==> config.mk <==
export PLATFORM = sky130hd
export DESIGN_NAME = mul_seq_ctrl
export DESIGN_NICKNAME = d
export VERILOG_FILES = /design/src/rtl/mul_seq_ctrl.sv
export SDC_FILE = /design/constraint.sdc
export NUM_CORES = 1
export LEC_CHECK = 0
export BUFFER_PORTS_ARGS = -buffer_cell sky130_fd_sc_hd__buf_2
export CELL_PAD_IN_SITES_DETAIL_PLACEMENT = 1
export CELL_PAD_IN_SITES_GLOBAL_PLACEMENT = 1
export CORE_MARGIN = 2
export CORE_UTILIZATION = 44
export DETAILED_ROUTE_END_ITERATION = 7
export PLACE_DENSITY = 0.82
export REMOVE_ABC_BUFFERS = 1
export SKIP_CTS_REPAIR_TIMING = 1
export SYNTH_ARGS = -nofsm -noshare
export SYNTH_HDL_FRONTEND = slang
export SYNTH_SLANG_ARGS = --single-unit
export TNS_END_PERCENT = 100
==> constraint.sdc <==
create_clock -name clk -period 6.8 [get_ports clk]
set_clock_uncertainty 0.05 [all_clocks]
set_input_delay 0.34 -clock clk [delete_from_list [all_inputs] [get_ports clk]]
set_output_delay 0.34 -clock clk [all_outputs]
set_load 0.02 [all_outputs]
==> src/rtl/mul_seq_ctrl.sv <==
`default_nettype none
// ============================================================================
// Module   : mul_seq_ctrl (with add32 helper)
// Brief    : Unsigned 32x32->64 sequential shift-and-add multiplier with a
//            single shared 32-bit adder and a three-state control FSM.
// Revision : 1.0 - initial release
// ============================================================================

module add32 (
  input  logic [31:0] a,
  input  logic [31:0] b,
  input  logic        cin,
  output logic [31:0] sum,
  output logic        cout
);

  logic [32:0] w_full;

  assign w_full = {1'b0, a} + {1'b0, b} + {32'd0, cin};
  assign sum    = w_full[31:0];
  assign cout   = w_full[32];

endmodule

module mul_seq_ctrl #(
  parameter int ZERO_SHORTCUT = 1
) (
  input  logic        clk,
  input  logic        rst,
  input  logic        start,
  input  logic [31:0] op_a,
  input  logic [31:0] op_b,
  output logic        busy,
  output logic        done,
  output logic [63:0] product
);

  typedef enum logic [1:0] {
    S_IDLE = 2'd0,
    S_RUN  = 2'd1,
    S_DONE = 2'd2
  } state_t;

  localparam logic       c_ZS       = (ZERO_SHORTCUT != 0);
  localparam logic [5:0] c_LAST_ITR = 6'd31;

  state_t      r_state;
  logic [31:0] r_mcand;
  logic [31:0] r_hi;
  logic [31:0] r_lo;
  logic [5:0]  r_cnt;
  logic        r_busy;
  logic        r_done;
  logic [63:0] r_product;

  logic [31:0] w_addend;
  logic [31:0] w_sum;
  logic        w_cout;
  logic [31:0] w_hi_nxt;
  logic [31:0] w_lo_nxt;
  logic        w_zero_op;

  assign w_addend  = r_lo[0] ? r_mcand : 32'd0;
  assign w_zero_op = c_ZS && ((op_a == 32'd0) || (op_b == 32'd0));

  add32 u_add32 (
    .a    (r_hi),
    .b    (w_addend),
    .cin  (1'b0),
    .sum  (w_sum),
    .cout (w_cout)
  );

  // The adder carry becomes the new MSB of hi; sum LSB shifts into lo.
  assign w_hi_nxt = {w_cout, w_sum[31:1]};
  assign w_lo_nxt = {w_sum[0], r_lo[31:1]};

  always_ff @(posedge clk or posedge rst) begin
    if (rst) begin
      r_state   <= S_IDLE;
      r_mcand   <= 32'd0;
      r_hi      <= 32'd0;
      r_lo      <= 32'd0;
      r_cnt     <= 6'd0;
      r_busy    <= 1'b0;
      r_done    <= 1'b0;
      r_product <= 64'd0;
    end else begin
      case (r_state)
        S_IDLE: begin
          if (start) begin
            r_mcand <= op_a;
            r_lo    <= op_b;
            r_hi    <= 32'd0;
            r_cnt   <= 6'd0;
            r_busy  <= 1'b1;
            if (w_zero_op) begin
              r_state   <= S_DONE;
              r_done    <= 1'b1;
              r_product <= 64'd0;
            end else begin
              r_state <= S_RUN;
            end
          end
        end
        S_RUN: begin
          r_hi  <= w_hi_nxt;
          r_lo  <= w_lo_nxt;
          r_cnt <= r_cnt + 6'd1;
          if (r_cnt == c_LAST_ITR) begin
            r_state   <= S_DONE;
            r_done    <= 1'b1;
            r_product <= {w_hi_nxt, w_lo_nxt};
          end
        end
        S_DONE: begin
          r_state <= S_IDLE;
          r_done  <= 1'b0;
          r_busy  <= 1'b0;
        end
        default: begin
          r_state <= S_IDLE;
          r_done  <= 1'b0;
          r_busy  <= 1'b0;
        end
      endcase
    end
  end

  assign busy    = r_busy;
  assign done    = r_done;
  assign product = r_product;

endmodule
`default_nettype wire

# Yosys cells after proc, flatten, opt, wreduce, memory -nomap -nowiden
# Index checks and enable logic that the tools add are counted.
dict set report totals {
  regBits 170
  inputBits 67
  out_inout_bits 66
  wordCells 48
}
dict set report op_classes {
  add_sub_neg 2
  eq_ne 5
  n_mux 21
  bitwise 1
  reduce_logical 11
}
# cell count
set ops {}
lappend ops {{two-way mux 64 bit} 3}
lappend ops {{case mux 32 bit (2 select lines)} 2}
lappend ops {{case mux 64 bit (2 select lines)} 1}
lappend ops {{two-way mux 32 bit} 3}
lappend ops {{logical NOT 32 bit} 2}
lappend ops {{adder 32 x 32 -> 33 bit} 1}
lappend ops {{case mux 6 bit (2 select lines)} 1}
lappend ops {{AND reduction 2 bit} 4}
lappend ops {{adder 6 x 1 -> 6 bit (second input constant)} 1}
lappend ops {{== test 6 x 5 -> 1 bit (second input constant)} 1}
lappend ops {{two-way mux 2 bit} 3}
lappend ops {{two-way mux 6 bit} 1}
lappend ops {{inequality test 2 bit (second input constant)} 3}
lappend ops {{two-way mux 1 bit} 4}
lappend ops {{case mux 1 bit (2 select lines)} 2}
lappend ops {{case mux 2 bit (2 select lines)} 1}
lappend ops {{AND reduction 4 bit} 1}
lappend ops {{AND reduction 3 bit} 1}
lappend ops {{== test 2 x 1 -> 1 bit (second input constant)} 1}
lappend ops {{logical NOT 2 bit} 1}
lappend ops {{nonzero test 2 bit} 1}
lappend ops {{logical OR 1 bit} 1}
lappend ops {{NOT 1 bit} 1}

# Longest topological paths before layout
# Gate-level depths: netlist (run 1).
dict set report depth {
  word_depth 5
  ltp_mapped 12
}

# By module
# A second synthesis (run 1) with hierarchy kept.
dict set report unflattened {
  cells_unflattened 797
  area_unflattened_um2 8793.4
}
# module n_inst cells_per_inst area_each_um2 seq_area_each_um2
set by_module_without_submodules {}
lappend by_module_without_submodules {mul_seq_ctrl 1 538 6939.2 4254.1}
lappend by_module_without_submodules {add32 1 259 1854.3 0.0}

# Least setup slack after synthesis (run 1)
# No wires, ideal clock.
dict set report synth_path {
  path_type {register -> register}
  startpoint {register r_lo[0]}
  endpoint {register r_product[57], in the netlist product[57]}
  setup_time_ns 0.110
  arrival_time_ns 2.606
  required_ns 6.640
  setup_slack_ns 4.034
  path_stages_with_launch 12
  n_path_buf 1
  cell_sequence {dfrtp_1 clkbuf_1 nand2_1 fa_1 and2b_1 o2111ai_1 a211oi_1 o2111ai_1 a21bo_2 o21ai_1 and3_1 o41ai_1}
}
dict set report synth_between {
  elab_chain_len 4
}
# element line
set synth_rtl {}
lappend synth_rtl {{start, declared} 50} ;# logic [31:0] r_lo;
lappend synth_rtl {{start signal, assigned} 93} ;# r_lo <= op_b;
lappend synth_rtl {{start signal, assigned} 108} ;# r_lo <= w_lo_nxt;
lappend synth_rtl {{two-way mux 32 bit} 63} ;# assign w_addend = r_lo[0] ? r_mcand : 32'd0;
lappend synth_rtl {{adder 32 x 32 -> 33 bit} 19} ;# assign w_full = {1'b0, a} + {1'b0, b} + {32'd0, cin};
lappend synth_rtl {{two-way mux 64 bit} 110} ;# if (r_cnt == c_LAST_ITR) begin
lappend synth_rtl {{case mux 64 bit (2 select lines)} 89} ;# case (r_state)
lappend synth_rtl {{end signal, assigned} 113} ;# r_product <= {w_hi_nxt, w_lo_nxt};
lappend synth_rtl {{end, declared} 54} ;# logic [63:0] r_product;
# Every way passes these cells. The select of a mux whose other input is x is not followed.
# A chain may end at the register's enable or synchronous reset.

# Worst setup path after layout (run 1)
# Ends and elaborated chain as after synthesis.

==> results.py, run 1 <==
metrics = {
    "place": {
        "dp.cells": 1307,
        "dpl.hpwl_mm": 17.14,
        "io_buffers": 132,
        "place_congestion": 0.8916,
    },
    "drt": {
        "routedWlPerCell_um": 18.84,
        "wl_mm": 25.25,
        "route.vias.total": 7516,
        "drc_errors": 0,
        "firstDrtPassIters": 4,
        "drtAntennaViolNets": 0,
        "drt_iter0_drc": 338,
        "viasPerCell": 5.609,
    },
    "clock_network": {
        "cts-root-buf": "clkbuf_16",
        "cts_tree": "yes",
        "clock-sinks": 170,
        "cts_buffer_depth": 2,
        "cts_buffers": 17,
        "clock_latency_ns": 0.44,
        "path_clk_slew_ns": 0.07,
        "h-tree-depth": 4,
    },
    "worst_setup_path": {
        "critPathRequiredTime_ns": 7.09,
        "critPathCaptureType": "flop",
        "critPathKind": "reg2reg",
        "worst-path-max-fanout": 34,
        "worst_setup_path_start_kind": "flop",
        "arrival_ns": 4.17,
    },
    "synth": {
        "synth_cell_type_count": 56,
        "muxShareOfSynthArea_pct": 4.206,
        "synth_xor_area_share_pct": 2.379,
        "yosys-top-cells-area": "dfrtp_1 48%, nand2_1 8.7%, ha_1 4.7%",
        "synth-adder-area-share_pct": 4.900,
        "synth_seq_cells": 170,
        "async_flop_share_pct": 100.0,
        "avgSynthCellArea_um2": 9.280,
        "synth_compound_area_share_pct": 18.04,
        "postSynthCellCount": 952,
        "yosysTopAreaCellShare_pct": 48.15,
        "synth-main-ff-cell": "dfrtp_1",
        "synth_top_family_by_area": "simple AND/OR/NAND/NOR gates",
        "synthSimpleGateAreaFrac_pct": 19.08,
        "synth_area_leader_cell": "dfrtp_1",
        "yosysSeqAreaShare_pct": 48.15,
        "ys.warnings.count": 0,
        "synth_area_um2": 8835,
        "synth-edff-count": 0,
    },
    "sta": {
        "fmax_mhz": 257.4,
        "hold_violations": 0,
        "slew_headroom_pct": 33.14,
        "worst_pin_slew_ns": 1.003,
        "rsz0062_at_grt": "false",
        "slew_viol_final": 0,
        "setup_viol": 0,
        "tns_ns": 0,
        "period_share_pct": 57.14,
        "min_period_ns": 3.885,
    },
    "power_and_ir_drop": {
        "switchingPower_mw": 2.117,
        "internal_power_mw": 2.758,
        "sw_frac_of_total_pct": 43.43,
        "power.share.clock_pct": 20.9,
        "leakage_nw": 4.890,
        "power.share.combinational_pct": 44.6,
        "ir_drop_v": 0.0002181,
        "p_seq_share_pct": 34.6,
        "finalPower_mw": 4.875,
        "cellPowerDensity_nw_per_um2": 472.7,
    },
    "grt": {
        "grt_pass1_vias": 7928,
        "grt_use_total_pct": 24.40,
        "grt_pass1_wl_mm": 41.61,
        "overflow": 0,
        "grt_max_degree": 99,
        "antenna_found_initial": 0,
    },
    "finish": {
        "fillers": 2275,
        "final_nets": 1162,
        "drive_gt1_share_pct": 20.20,
        "multi_input_area_um2": 4310,
        "finalNonFillerCells": 1340,
        "area_delta_synth_final_pct": 16.74,
        "seq_area_um2": 4254,
    },
    "floorplanning": {
        "initial_core_util_pct": 45.10,
        "core-area_um2": 19590,
        "die_h_um": 145.7,
        "die_w_um": 145.7,
        "ios": 133,
        "rows": 51,
        "die_area_um2": 21230,
    },
    "status": {
        "status": "finished clean",
    },
    "flow_run": {
        "drv_cap": 0,
    },
    "hold_path": {
        "min_path_type": "in2async",
    },
}
path summary, 6_finish.rpt:
path                        startpoint          end  slack [ns]  depth (start not counted)
setup / recovery               r_lo[0]  product[57]        2.91                         12
hold / removal                     rst  product[25]        0.05                          2
setup reg to reg               r_lo[0]  product[57]        2.91                         12
hold reg to reg            product[53]  product[53]        0.42                          2
max in group asynchronous          rst     r_lo[30]        5.16                          3
min in group clk              op_a[28]  r_mcand[28]        0.09                          2
worst max-delay path, cell delays in order (launching register included):
cell	delay [ns]
dfrtp_1	1.00
and2_1	0.25
ha_1	0.16
inv_1	0.05
fa_1	0.37
and2b_1	0.25
o2111ai_1	0.14
a211oi_1	0.38
o2111ai_1	0.13
a21bo_2	0.30
o21ai_1	0.14
and3_1	0.22
o41ai_1	0.31
layout make-up:
type	instances	area share, %
Tap cell	265	3.215
Clock buffer	17	4.125
Inverter	20	0.7764
Antenna cell	1	0.02426
Timing Repair Buffer	141	7.061
Sequential cell	170	41.25
Clock inverter	15	1.759
Multi-Input combinational cell	711	41.79
cells in the mapped netlist (5+ instances only):
master and instances:
dfrtp_1 170, nand4_1 8, a31oi_1 6, ha_1 33, nand3_1 10, o21bai_1 5, a21oi_1 61, o31ai_1 15
o21ai_0 76, nand2_1 204, and2_1 35, mux2_2 33, inv_1 19, a21o_1 15, clkbuf_1 39, nor4_1 17
nor2_1 30, o21ai_1 10, o211ai_1 34, a22o_1 10, nor2b_1 36, buf_2 10, xor2_1 10, xnor2_1 14
flip-flops by register name, summed over array words and instances, names as in the netlist:
signal / count
product: 64
busy: 1
r_mcand: 32
r_hi: 32
r_lo: 32
r_state: 2
r_cnt: 6
done: 1
cell families after synthesis:
group | after synthesis
compound gates | 257
xor+xnor | 24
fa+ha+maj | 34
buf+inv | 71
flops | 170
mux | 33
simple gates | 363
power by group through the flow:
stage | logic, mW | registers (mW) | clock network (mW)
CTS | 2.19 | 1.68 | 1.04
floorplan | 1.35 | 1.77 | 0
global placement | 2.07 | 1.67 | 0
finish | 2.17 | 1.68 | 1.02
global route | 2.42 | 1.73 | 1.07
detailed placement | 2.16 | 1.69 | 0
placed cells by master, fill, tap and decap left out, drive strengths merged, types with 4 or more instances in the layout:
master | Yosys | layout
mux2 | 33 | 33
a31oi | 6 | 6
nor2b | 36 | 36
nand2 | 204 | 204
xor2 | 10 | 10
o21a | 4 | 4
dfrtp | 170 | 170
ha | 33 | 33
o31ai | 15 | 15
buf | 12 | 141
xnor2 | 14 | 14
clkbuf | 39 | 17
and2 | 35 | 35
nand4 | 8 | 8
o21ai | 86 | 86
inv | 20 | 28
a21o | 15 | 15
or3 | 4 | 4
nor4 | 17 | 17
o21bai | 5 | 5
o211ai | 34 | 34
a21oi | 61 | 61
nand3 | 10 | 10
a22o | 10 | 10
nor2 | 30 | 30
routing by layer:
layer / wire length [um] / GRT usage [%]
met4: 389 / 6.569
met2: 12130 / 40.42
met1: 11690 / 32.94
met5: 0 / 0
met3: 1035 / 4.734
through the flow:
step           cell area [um^2]  worst slack [ns]  hold WS, ns  util (%)
3_3_place_gp               9704             3.109       0.4068     49.54
5_1_grt                   10310             2.624      0.09430     52.63
3_5_place_dp               9704             2.908       0.4104     49.54
2_1_floorplan              8623             1.807       0.4024         -
4_1_cts                   10310             2.905      0.07687     52.63
6_report                  10310             2.915      0.04658     52.65
No activity file was read; power rests on OpenSTA's default activity.
==> run 2, diff against run 1 <==
- CORE_UTILIZATION: 44 -> 40
- PLACE_DENSITY: 0.82 -> 0.79
- clock period: 6.8 -> 3.2 ns (I/O delays scaled with it)
==> run 2 against run 1 <==
  * Setup slack worse by 2.8 ns
  * Power grew 120%
  * Cell count rose by 4.3%
  * Sequential power grew 110%
  * Combinational power rose by 120%
  * Global-route usage shrank 1.7 points
  * Via count increased by 2.0%
  * Register-to-register slack got worse by 2.8 ns
  * Routed wire length up 3.6%
  * Maximum frequency is 28% higher
  * Worst hold slack got worse by 0.032 ns
  * Critical path type unchanged
  * Largest power group unchanged
==> results.py, run 2 (synthesis results as in run 1) <==
metrics = {
    "status": {
        "status": "finished clean",
    },
    "grt": {
        "grt_pass1_vias": 8051,
        "grt_max_degree": 86,
        "grt_pass1_wl_mm": 42.75,
        "overflow": 0,
        "antenna_found_initial": 0,
        "grt_use_total_pct": 22.69,
    },
    "clock_network": {
        "h-tree-depth": 4,
        "clock_latency_ns": 0.44,
        "cts_buffer_depth": 2,
        "cts-root-buf": "clkbuf_16",
        "clock-sinks": 170,
        "cts_buffers": 17,
        "path_clk_slew_ns": 0.07,
        "cts_tree": "yes",
    },
    "finish": {
        "drive_gt1_share_pct": 20.57,
        "seq_area_um2": 4254,
        "diodes": 0,
        "largest_reg_flops": 64,
        "multi_input_area_um2": 4340,
        "fin_util_pct": 49.72,
        "postLayoutCellArea_um2": 10820,
        "area_delta_synth_final_pct": 22.45,
        "finalNonFillerCells": 1398,
        "fillers": 2552,
        "layout_common_cells": "204 x nand2_1, 170 x dfrtp_1, 132 x buf_2",
        "final_nets": 1206,
        "layout_commonest_cell": "nand2_1",
    },
    "drt": {
        "drt_iter0_drc": 398,
        "firstDrtPassIters": 5,
        "wl_mm": 26.16,
        "route.vias.total": 7670,
        "drtAntennaViolNets": 0,
        "viasPerCell": 5.486,
        "routedWlPerCell_um": 18.71,
        "drc_errors": 0,
    },
    "sta": {
        "setup_viol": 0,
        "fmax_mhz": 328.3,
        "hold_violations": 0,
        "slew_viol_final": 0,
        "min_period_ns": 3.046,
        "slew_headroom_pct": 55.40,
        "period_share_pct": 95.20,
        "worst_pin_slew_ns": 0.6691,
    },
    "worst_setup_path": {
        "worst-path-max-fanout": 27,
        "critPathCaptureType": "flop",
        "cpPeakStageDelay_ns": 0.49,
        "critPathKind": "reg2reg",
        "arrival_ns": 3.36,
        "crit_chain": "buf_8 > and2_1 > ha_1 > nand2_1 > nor2_1 > o21ai_1 > a21boi_2 > a21oi_1 > o31a_1 > or4_1 > o211ai_1",
        "slowest_stage": "or4_1",
        "critPathRequiredTime_ns": 3.51,
        "worst_setup_path_start_kind": "flop",
    },
    "floorplanning": {
        "ios": 133,
        "core-area_um2": 21760,
        "initial_core_util_pct": 40.61,
        "die_w_um": 152.6,
        "rows": 54,
        "die_h_um": 152.6,
        "die_area_um2": 23290,
    },
    "place": {
        "dp.cells": 1333,
        "place_area_um2": 9836,
        "dpl.hpwl_mm": 18.21,
        "io_buffers": 132,
        "place_congestion": 0.8554,
    },
    "hold_path": {
        "min_path_type": "in2reg",
    },
    "power_and_ir_drop": {
        "cellPowerDensity_nw_per_um2": 978.4,
        "finalPower_mw": 10.58,
        "ir_drop_v": 0.0004422,
        "leakage_nw": 5.119,
    },
    "flow_run": {
        "drv_cap": 0,
    },
}
[run 2: cell types whose count changed in the layout (fill, tap and decap cells not counted), moves of 2 or more]
cell           change
buf_4              +8
dlygate4sd3_1     +33
clkbuf_8           +2
inv_6              -5
buf_12             +2
clkinv_2           +2
[run 2: power by group]
group | switching (mW) | total, mW | internal, mW
logic | 3.04 | 4.84 | 1.80
registers | 0.536 | 3.53 | 2.99
clock network | 0.932 | 2.21 | 1.28
[run 2: metal layers]
layer / GRT usage [%] / wire length, um / share of wire [%]
met3: 3.584 / 963 / 3.7
met1: 30.54 / 11850 / 45
met5: 0 / 0 / 0
met4: 6.217 / 298 / 1.1
met2: 38.20 / 13050 / 50
[run 2: final cells by class]
type | instances | share of cell area, %
clock buffer | 20 | 4.222
clock inverter | 12 | 1.504
inverter | 20 | 0.7402
multi-input combinational | 711 | 40.12
sequential | 170 | 39.32
tap | 280 | 3.238
timing repair buffer | 185 | 10.85
[run 2: worst paths after layout]
kind,slack (ns),cells after the start,to,startpoint
max in group asynchronous,1.91,4,product[63],rst
setup / recovery,0.15,11,r_hi[30],r_lo[0]
hold / removal,0.01,3,r_lo[12],op_b[12]
hold reg to reg,0.43,2,product[19],product[19]
min in group asynchronous,0.33,3,r_lo[15],rst
setup reg to reg,0.15,11,r_hi[30],r_lo[0]
[run 2: worst max-delay path, delay by kind of cell, from the launching register on]
| kind | cells | cell delay, ns |
|---|---|---|
| AOI/OAI and AO/OA | 5 | 1.01 |
| adders and majority gates | 1 | 0.41 |
| buffers and inverters | 1 | 0.17 |
| DFF | 1 | 0.41 |
| and+or+nand+nor | 4 | 0.92 |
[run 2: per-stage QoR]
stage                     setup slack, ns  setup TNS, ns  hold slack (ns)
after CTS                        -0.03395       -0.03395          -0.1986
after global routing             -0.03950       -0.03950          0.01845
after detailed placement        -0.008732      -0.008732           0.2581
final                              0.1536              0          0.01448
after global placement             0.2027              0           0.2619
after floorplan                    -1.613        -372.24           0.2617
==> run 3, diff against run 2 <==
- CORE_UTILIZATION: 40 -> 47
- PLACE_DENSITY: 0.79 -> 0.87
- clock period: 3.2 -> 3.7 ns (I/O delays scaled with it)
==> run 3 against run 2 <==
  * Clock power down 17%
  * Clock-buffer cell count down 3
  * Register-to-register slack improved by 0.28 ns
  * Global-route usage grew 3.9 points
  * Sequential cell count stayed put
  * Worst hold slack barely moved
  * Cell area down 1.8%
  * Non-clock buffer count down 9
  * Die area down 15%
  * Combinational power fell by 15%
  * Sequential power fell by 12%
  * Largest cell class unchanged
  * Highest routed layer unchanged
==> results.py, run 3 (synthesis results as in run 1) <==
metrics = {
    "clock_network": {
        "path_clk_slew_ns": 0.07,
        "clock_latency_ns": 0.44,
        "cts-root-buf": "clkbuf_16",
        "cts_buffers": 17,
        "cts_buffer_depth": 2,
        "clock-sinks": 170,
        "h-tree-depth": 4,
        "cts_tree": "yes",
    },
    "sta": {
        "period_share_pct": 89.27,
        "slew_viol_final": 0,
        "rsz0062_at_grt": "false",
        "setup_viol": 0,
        "slew_headroom_pct": 48.58,
        "hold_violations": 0,
        "worst_pin_slew_ns": 0.7712,
        "min_period_ns": 3.303,
        "fmax_mhz": 302.7,
    },
    "floorplanning": {
        "die_h_um": 141.1,
        "initial_core_util_pct": 47.55,
        "die_w_um": 141.1,
        "die_area_um2": 19910,
        "core-area_um2": 18580,
        "rows": 50,
        "ios": 133,
    },
    "place": {
        "io_buffers": 132,
        "dpl.hpwl_mm": 17.51,
        "place_congestion": 0.9332,
    },
    "drt": {
        "routedWlPerCell_um": 19.77,
        "wl_mm": 26.55,
        "viasPerCell": 5.821,
        "drtAntennaViolNets": 0,
        "route.vias.total": 7818,
        "firstDrtPassIters": 5,
        "drt_iter0_drc": 391,
        "drc_errors": 0,
    },
    "finish": {
        "largest_reg_flops": 64,
        "layout_common_cells": "204 x nand2_1, 169 x dfrtp_1, 132 x buf_2",
        "final_nets": 1197,
        "seq_area_um2": 4255,
        "area_delta_synth_final_pct": 20.20,
        "layout_commonest_cell": "nand2_1",
        "fin_util_pct": 57.15,
        "diodes": 0,
        "drive_gt1_share_pct": 19.93,
        "multi_input_area_um2": 4315,
        "fillers": 2142,
    },
    "hold_path": {
        "holdPathStages": 2,
        "min_path_type": "in2reg",
        "hold_start": "op_a[23]",
        "holdPathEnd": "r_mcand[23]",
    },
    "worst_setup_path": {
        "timing.rr.end": "r_hi[28]",
        "critPathKind": "in2reg",
        "slowest_stage": "dlygate4sd3_1",
        "critPathCaptureType": "flop",
        "cpPeakStageDelay_ns": 0.58,
        "worst_setup_path_start_kind": "input pin",
        "crit_chain": "dlygate4sd3_1 > buf_2 > nor4_1 > nand4_1 > nor2_1 > o31ai_1 > or2_4 > or3_1 > or3_1 > nand3_1",
        "r2r_cells": 10,
        "arrival_ns": 3.63,
        "crit_top_cell": "or3_1",
        "critPathRequiredTime_ns": 4.03,
        "rrSetupSlack_ns": 0.43,
        "worst-path-max-fanout": 41,
        "reg2reg_from": "r_lo[0]",
    },
    "grt": {
        "grt_use_total_pct": 26.64,
        "grt_pass1_vias": 8103,
        "antenna_found_initial": 0,
        "overflow": 0,
        "grt_pass1_wl_mm": 42.33,
        "grt_max_degree": 86,
    },
    "power_and_ir_drop": {
        "sw_frac_of_total_pct": 43.51,
        "ir_drop_v": 0.0004389,
        "cellPowerDensity_nw_per_um2": 851.3,
        "internal_power_mw": 5.106,
        "leakage_nw": 5.040,
        "finalPower_mw": 9.040,
        "power.share.combinational_pct": 45.2,
        "switchingPower_mw": 3.934,
        "p_seq_share_pct": 34.5,
        "power.share.clock_pct": 20.3,
    },
    "flow_run": {
        "drv_cap": 0,
    },
    "status": {
        "status": "finished clean",
    },
}
-- run 3: worst max-delay path by stage --
stage	slack (ns)	start	cells past startpoint	to
2_1_floorplan	-1.14	rst	1	busy
3_3_place_gp	0.46	r_lo[0]	12	product[57]
3_5_place_dp	0.30	r_lo[0]	12	product[57]
4_1_cts	0.31	r_lo[0]	12	product[57]
5_1_grt	0.16	r_lo[0]	12	product[57]
6_report	0.40	op_a[1]	10	product[62]
-- run 3: cell type report --
type / count / share of cell area (%)
multi-input cells: 711 / 40.64
clock inverters: 15 / 1.567
inverters: 20 / 0.7541
clock buffers: 17 / 4.006
well taps: 234 / 2.757
repair buffers: 176 / 10.20
flip-flops and latches: 170 / 40.07
-- run 3: critical path, delay by kind of cell --
| kind | cells | cell delay [ns] |
|---|---|---|
| AND/OR/NAND/NOR | 7 | 2.50 |
| buffers and inverters | 2 | 0.72 |
| AO/OA/AOI/OAI | 1 | 0.18 |
-- run 3: power groups by stage --
stage               clock [mW]  combinational [mW]  sequential [mW]
floorplan                    0                2.48             3.25
global placement             0                3.80             3.09
detailed placement           0                3.98             3.12
CTS                       1.85                4.05             3.10
global route              1.93                4.52             3.21
finish                    1.83                4.09             3.12
-- run 3: per-stage QoR --
stage	instance area (um^2)	hold slack, ns	setup slack, ns	cells	TNS, ns
after floorplan	8623	0.2867	-1.138	901	-239.23
after global placement	9706	0.3267	0.4601	1279	0
after detailed placement	9706	0.3373	0.3048	1279	0
after CTS	10300	-0.1264	0.3081	1311	0
after global routing	10620	0.01401	0.1553	1343	0
final	10620	0.01445	0.3968	1343	0
-- run 3: per-layer routing --
layer	vias to the layer above	track usage, %	part of all wire, %
met3	43	3.804	3.8
met4	0	8.263	2.1
met5	-	0	0
met2	192	45.40	50
met1	3957	35.35	44
li1	3626	-	-
